## src/rtl/float_mult_arbiter.sv

```systemverilog
// Round-robin arbiter sharing one stb/ack float multiplier between two requesters.
// Optional build macro ARB_TIMEOUT_EN: abort WAIT after TIMEOUT_CYCLES with a qNaN error result.
module float_mult_arbiter #(
  parameter int TIMEOUT_CYCLES = 4096,
  parameter int CNT_W          = 16
) (
  input  logic             clk,
  input  logic             rst,
  input  logic [31:0]      req0_a,
  input  logic [31:0]      req0_b,
  input  logic             req0_stb,
  output logic             req0_ack,
  output logic [31:0]      res0_z,
  output logic             res0_stb,
  input  logic             res0_ack,
  output logic             res0_err,
  input  logic [31:0]      req1_a,
  input  logic [31:0]      req1_b,
  input  logic             req1_stb,
  output logic             req1_ack,
  output logic [31:0]      res1_z,
  output logic             res1_stb,
  input  logic             res1_ack,
  output logic             res1_err,
  output logic [31:0]      mul_a,
  output logic [31:0]      mul_b,
  output logic             mul_a_stb,
  output logic             mul_b_stb,
  input  logic             mul_a_ack,
  input  logic             mul_b_ack,
  input  logic [31:0]      mul_z,
  input  logic             mul_z_stb,
  output logic             mul_z_ack,
  output logic [CNT_W-1:0] done_cnt0,
  output logic [CNT_W-1:0] done_cnt1
);

  typedef enum logic [1:0] {S_IDLE, S_SEND, S_WAIT, S_DELIVER} state_t;

  state_t                  state_q, state_d;
  logic                    rr_q, rr_d;
  logic                    owner_q, owner_d;
  logic [31:0]             op_a_q, op_a_d, op_b_q, op_b_d, res_q, res_d;
  logic                    a_done_q, a_done_d, b_done_q, b_done_d;
  logic [1:0]              req_ack_q, req_ack_d;
  logic [1:0][CNT_W-1:0]   cnt_q, cnt_d;
  logic                    grant;

  logic [1:0]              req_stb_v, res_ack_v;
  logic [1:0][31:0]        req_a_v, req_b_v;

  assign req_stb_v = {req1_stb, req0_stb};
  assign res_ack_v = {res1_ack, res0_ack};
  assign req_a_v   = {req1_a, req0_a};
  assign req_b_v   = {req1_b, req0_b};

`ifdef ARB_TIMEOUT_EN
  localparam int TW = $clog2(TIMEOUT_CYCLES + 1);
  logic          err_q, err_d;
  logic [TW-1:0] tmo_q, tmo_d;
`endif

  always_comb begin
    state_d   = state_q;
    rr_d      = rr_q;
    owner_d   = owner_q;
    op_a_d    = op_a_q;
    op_b_d    = op_b_q;
    res_d     = res_q;
    a_done_d  = a_done_q;
    b_done_d  = b_done_q;
    req_ack_d = '0;
    cnt_d     = cnt_q;
    grant     = 1'b0;
    mul_z_ack = 1'b0;
`ifdef ARB_TIMEOUT_EN
    err_d     = err_q;
    tmo_d     = '0;
`endif
    case (state_q)
      S_IDLE: begin
        if (|req_stb_v) begin
          // Contention resolved by the rr pointer; a lone request wins outright.
          grant            = (&req_stb_v) ? rr_q : req_stb_v[1];
          owner_d          = grant;
          op_a_d           = req_a_v[grant];
          op_b_d           = req_b_v[grant];
          req_ack_d[grant] = 1'b1;
          a_done_d         = 1'b0;
          b_done_d         = 1'b0;
          state_d          = S_SEND;
        end
      end
      S_SEND: begin
        if (mul_a_stb && mul_a_ack) a_done_d = 1'b1;
        if (mul_b_stb && mul_b_ack) b_done_d = 1'b1;
        if (a_done_d && b_done_d)   state_d  = S_WAIT;
      end
      S_WAIT: begin
        if (mul_z_stb) begin
          res_d     = mul_z;
          mul_z_ack = 1'b1;
          state_d   = S_DELIVER;
        end
`ifdef ARB_TIMEOUT_EN
        else if (tmo_q == TW'(TIMEOUT_CYCLES - 1)) begin
          res_d   = 32'h7FC0_0000;
          err_d   = 1'b1;
          state_d = S_DELIVER;
        end else begin
          tmo_d = tmo_q + TW'(1);
        end
`endif
      end
      S_DELIVER: begin
        if (res_ack_v[owner_q]) begin
          cnt_d[owner_q] = cnt_q[owner_q] + CNT_W'(1);
          rr_d           = ~owner_q;
          state_d        = S_IDLE;
`ifdef ARB_TIMEOUT_EN
          err_d          = 1'b0;
`endif
        end
      end
      default: state_d = S_IDLE;
    endcase
  end

  always_ff @(posedge clk or posedge rst) begin
    if (rst) begin
      state_q   <= S_IDLE;
      rr_q      <= 1'b0;
      owner_q   <= 1'b0;
      op_a_q    <= '0;
      op_b_q    <= '0;
      res_q     <= '0;
      a_done_q  <= 1'b0;
      b_done_q  <= 1'b0;
      req_ack_q <= '0;
      cnt_q     <= '0;
`ifdef ARB_TIMEOUT_EN
      err_q     <= 1'b0;
      tmo_q     <= '0;
`endif
    end else begin
      state_q   <= state_d;
      rr_q      <= rr_d;
      owner_q   <= owner_d;
      op_a_q    <= op_a_d;
      op_b_q    <= op_b_d;
      res_q     <= res_d;
      a_done_q  <= a_done_d;
      b_done_q  <= b_done_d;
      req_ack_q <= req_ack_d;
      cnt_q     <= cnt_d;
`ifdef ARB_TIMEOUT_EN
      err_q     <= err_d;
      tmo_q     <= tmo_d;
`endif
    end
  end

  // Each operand strobe falls independently once its own transfer has completed.
  assign mul_a     = op_a_q;
  assign mul_b     = op_b_q;
  assign mul_a_stb = (state_q == S_SEND) && !a_done_q;
  assign mul_b_stb = (state_q == S_SEND) && !b_done_q;

  assign req0_ack  = req_ack_q[0];
  assign req1_ack  = req_ack_q[1];
  assign res0_stb  = (state_q == S_DELIVER) && !owner_q;
  assign res1_stb  = (state_q == S_DELIVER) &&  owner_q;
  assign res0_z    = owner_q ? 32'h0 : res_q;
  assign res1_z    = owner_q ? res_q : 32'h0;
  assign done_cnt0 = cnt_q[0];
  assign done_cnt1 = cnt_q[1];

`ifdef ARB_TIMEOUT_EN
  assign res0_err  = res0_stb && err_q;
  assign res1_err  = res1_stb && err_q;
`else
  assign res0_err  = 1'b0;
  assign res1_err  = 1'b0;
`endif

endmodule

```

## config.mk

```make
export PLATFORM = sky130hd
export DESIGN_NAME = float_mult_arbiter
export DESIGN_NICKNAME = d
export VERILOG_FILES = /design/src/rtl/float_mult_arbiter.sv
export SDC_FILE = /design/constraint.sdc
export NUM_CORES = 1
export LEC_CHECK = 0
export ABC_CLOCK_PERIOD_IN_PS = 5200
export CAP_MARGIN = 5
export CORE_AREA = 4 4 129 131
export DETAILED_ROUTE_END_ITERATION = 8
export DIE_AREA = 0 0 133 135
export DONT_BUFFER_PORTS = 1
export PLACE_DENSITY = 0.57
export SETUP_SLACK_MARGIN = 0.02
export SYNTH_ARGS = -nofsm -noshare
export SYNTH_HDL_FRONTEND = slang
export SYNTH_SLANG_ARGS = --single-unit
```

## constraint.sdc

```tcl
create_clock -name clk -period 5.2 [get_ports clk]
set_input_delay 1.04 -clock clk [delete_from_list [all_inputs] [get_ports clk]]
set_output_delay 1.04 -clock clk [all_outputs]
set_load 0.01 [all_outputs]
```

==> results.toml <==
[placed_design]
post-place-ws_ns = 2.42
placed_area_mm2 = 0.00662
gp_congestion = 0.843
detailed_place_hpwl_mm = 12.7
numPortBuffers = 0
dp.cells = 796

[yosys]
yosys.area.top_type_share = 0.526
synth_flop_cell = "dfrtp_1"
synth.most_common_cell = "dfrtp_1"
yosys_warnings = 0
synthSimpleGateAreaFrac = 0.191
synth_area_leaders = "dfrtp_1 (53%), nand2_1 (7.1%), mux2_2 (6.3%)"
ys_seq_elements = 136
synth.distinct_cells = 39
synthAdderAreaFrac = 0.00967
synth_xor_area_frac = 0.0379
avgSynthCellArea_um2 = 10.6
synth_common_cells = "dfrtp_1 (136), nand2_1 (123), mux2i_1 (37), mux2_2 (36)"
async_flop_share = 1.00
syn_inst = 612
synth_top_family_by_area = "simple AND/OR/NAND/NOR gates"
synth_compound_area_frac = 0.0826
muxShareOfSynthArea = 0.120
synth_edf_count = 0
synth_area_mm2 = 0.00647
synth.largest_area_cell = "dfrtp_1"
yosysSeqAreaShare = 0.526

[worst_hold_path]
hold_class = "reg -> reg"

[drt]
drt-wirelength-per-cell_um = 20.5
viasPerCell = 5.33
wirelength_mm = 16.9
vias = 4410
drc = 0
drtPass1Iterations = 4
drtIter0Drc = 175
route.antenna.remaining_nets = 0

[timing]
clock_skew_ns = 0.00686
slew_headroom = 0.253
period_share = 0.584
hold_violations = 0
final_max_slew_viol_count = 0
setup_ws_ns = 2.16
totalNegativeSetupSlack_ns = 0
setup_viol = 0
rsz0062_at_grt = "false"
max_freq_mhz = 329
period_minus_slack_ns = 3.04
worst_slew_pin_slew_ns = 1.12

[layout]
areaGrowthSynthToFinish_pct = 11.2
drive_gt1_frac = 0.128
diodes = 0
nets = 773
fin_cells = 827
postLayoutCellArea_mm2 = 0.00719
fillers = 1450

[setup_path]
critical_path_required_ns = 4.16
crit_family = "flip-flops"
cp_cell_sequence = "buf_4, and2_1"
crit_slowest_cell = "dfrtp_2"
cp-end-kind = "output pin"
path_max_fanout = 74
cp_data_arrival_time_ns = 2.00
critPathKind = "reg -> out"
critPathBufInv = 1
critPathMaxStageDelay_ns = 0.62
cp-start-kind = "register"

[outcome]
status = "finished, final reports clean"

[grt]
grt_pass1_wl_mm = 25.4
grt_pass1_vias = 4493
grt_usage = 0.182
antenna_found_initial = 0
grt_max_degree = 86
grt_overflow = 0

[job]
cap_violations = 0

[clocking]
cts.sinks = 136
clk_pin_slew_ns = 0.06
insertion_delay_ns = 0.41
cts_tree = "built"
cts_max_level = 4
cts_setup_buffers = 0
clock_path_buffers = 2
cts_root_buf = "clkbuf_16"
cts_resized = 0
ctsHoldBuffers = 0
cts_made_buffers = 17

[floorplanning]
rows = 46
dieArea_mm2 = 0.0180
num_io_pins = 338
core_area_mm2 = 0.0156
die_h_um = 135
start_util = 0.415
die_w_um = 133

[pwr]
vdd_drop_max_mv = 0.406
powerDensity_mw_per_mm2 = 625
power_w = 0.00449
p_leak_nw = 3.31
registers in the layout (all words and copies together) (netlist names):
signal / count
mul_a: 32
mul_b: 32
res_q: 32
done_cnt0: 16
done_cnt1: 16
req_ack_q: 2
state_q: 2
a_done_q: 1
b_done_q: 1
owner_q: 1
rr_q: 1
metrics by stage:
| stage | hold slack (ns) | util |
|---|---|---|
| 3_5_place_dp | 0.500 | 0.424 |
| 4_1_cts | 0.518 | 0.461 |
| 2_1_floorplan | 0.438 | - |
| 3_3_place_gp | 0.499 | 0.424 |
| 6_report | 0.524 | 0.461 |
| 5_1_grt | 0.541 | 0.461 |
layout make-up:
type	count	area [µm²]	share of cell area
Timing Repair Buffer	5	37.5	0.00522
Inverter	6	27.5	0.00383
Clock buffer	24	482	0.0670
Multi-Input combinational cell	433	2880	0.400
Sequential cell	136	3400	0.473
Clock inverter	7	93.8	0.0130
Tap cell	216	270	0.0376
path summary, 6_finish.rpt:
check	from	end	slack [ns]	depth (start not counted)
worst max-delay path	owner_q	res1_z[31]	2.16	2
worst min-delay path	res_q[7]	res_q[7]	0.52	1
worst max register to register	owner_q	done_cnt1[14]	2.89	4
worst min register to register	res_q[7]	res_q[7]	0.52	1
max in group asynchronous	rst	mul_a[14]	3.36	2
min in group asynchronous	rst	mul_b[11]	0.60	1
logic make-up after synthesis:
| kind of cell | Yosys count |
|---|---|
| and+or+nand+nor | 242 |
| DFF | 136 |
| AOI/OAI and AO/OA | 83 |
| muxes | 73 |
| buffers and inverters | 44 |
| xor gates and xnor gates | 28 |
| adders and majority gates | 5 |
| other | 1 |
per-layer routing:
layer  track usage  vias up  share of wire
met4        0.0589        0         0.0098
met2         0.311      226           0.51
met1         0.214     2104           0.38
met5             0        -              0
li1              -     2067              -
met3        0.0678       13          0.095
report_power, final:
| group | switching [W] | internal [W] | leakage [nW] |
|---|---|---|---|
| Sequential | 0.000507 | 0.00149 | 1.71 |
| Clock | 0.000432 | 0.000741 | 0.276 |
| Combinational | 0.000800 | 0.000530 | 1.32 |
| Total | 0.00174 | 0.00276 | 3.31 |
worst reg2reg max path: cells and delay by family, from the launching register on:
| family | cells | cell delay [ns] |
|---|---|---|
| buffers and inverters | 1 | 0.59 |
| xor gates and xnor gates | 1 | 0.19 |
| and+or+nand+nor | 2 | 0.79 |
| DFF | 1 | 0.62 |
cells in the final DEF (no fill, tap or decap), types with 2 or more instances in the layout:
| cell | Yosys | routed |
|---|---|---|
| a21oi_1 | 7 | 6 |
| a22oi_1 | 34 | 34 |
| and2_1 | 35 | 35 |
| and3_1 | 2 | 2 |
| and4_1 | 2 | 2 |
| buf_4 | 2 | 5 |
| bufinv_16 | 0 | 2 |
| clkbuf_1 | 21 | 4 |
| clkbuf_16 | 0 | 17 |
| clkbuf_8 | 0 | 3 |
| clkinv_2 | 0 | 2 |
| clkinvlp_4 | 0 | 2 |
| conb_1 | 1 | 2 |
| dfrtp_1 | 136 | 135 |
| ha_1 | 5 | 5 |
| inv_1 | 6 | 5 |
| mux2_2 | 36 | 36 |
| mux2i_1 | 37 | 37 |
| nand2_1 | 123 | 122 |
| nand2b_1 | 2 | 2 |
| nand3_1 | 13 | 13 |
| nand3b_1 | 4 | 4 |
| nand4_1 | 15 | 15 |
| nor2_1 | 4 | 4 |
| nor2b_1 | 35 | 35 |
| o21ai_0 | 35 | 35 |
| xnor2_1 | 28 | 28 |
Note: power is estimated with default switching activity, not from simulation.
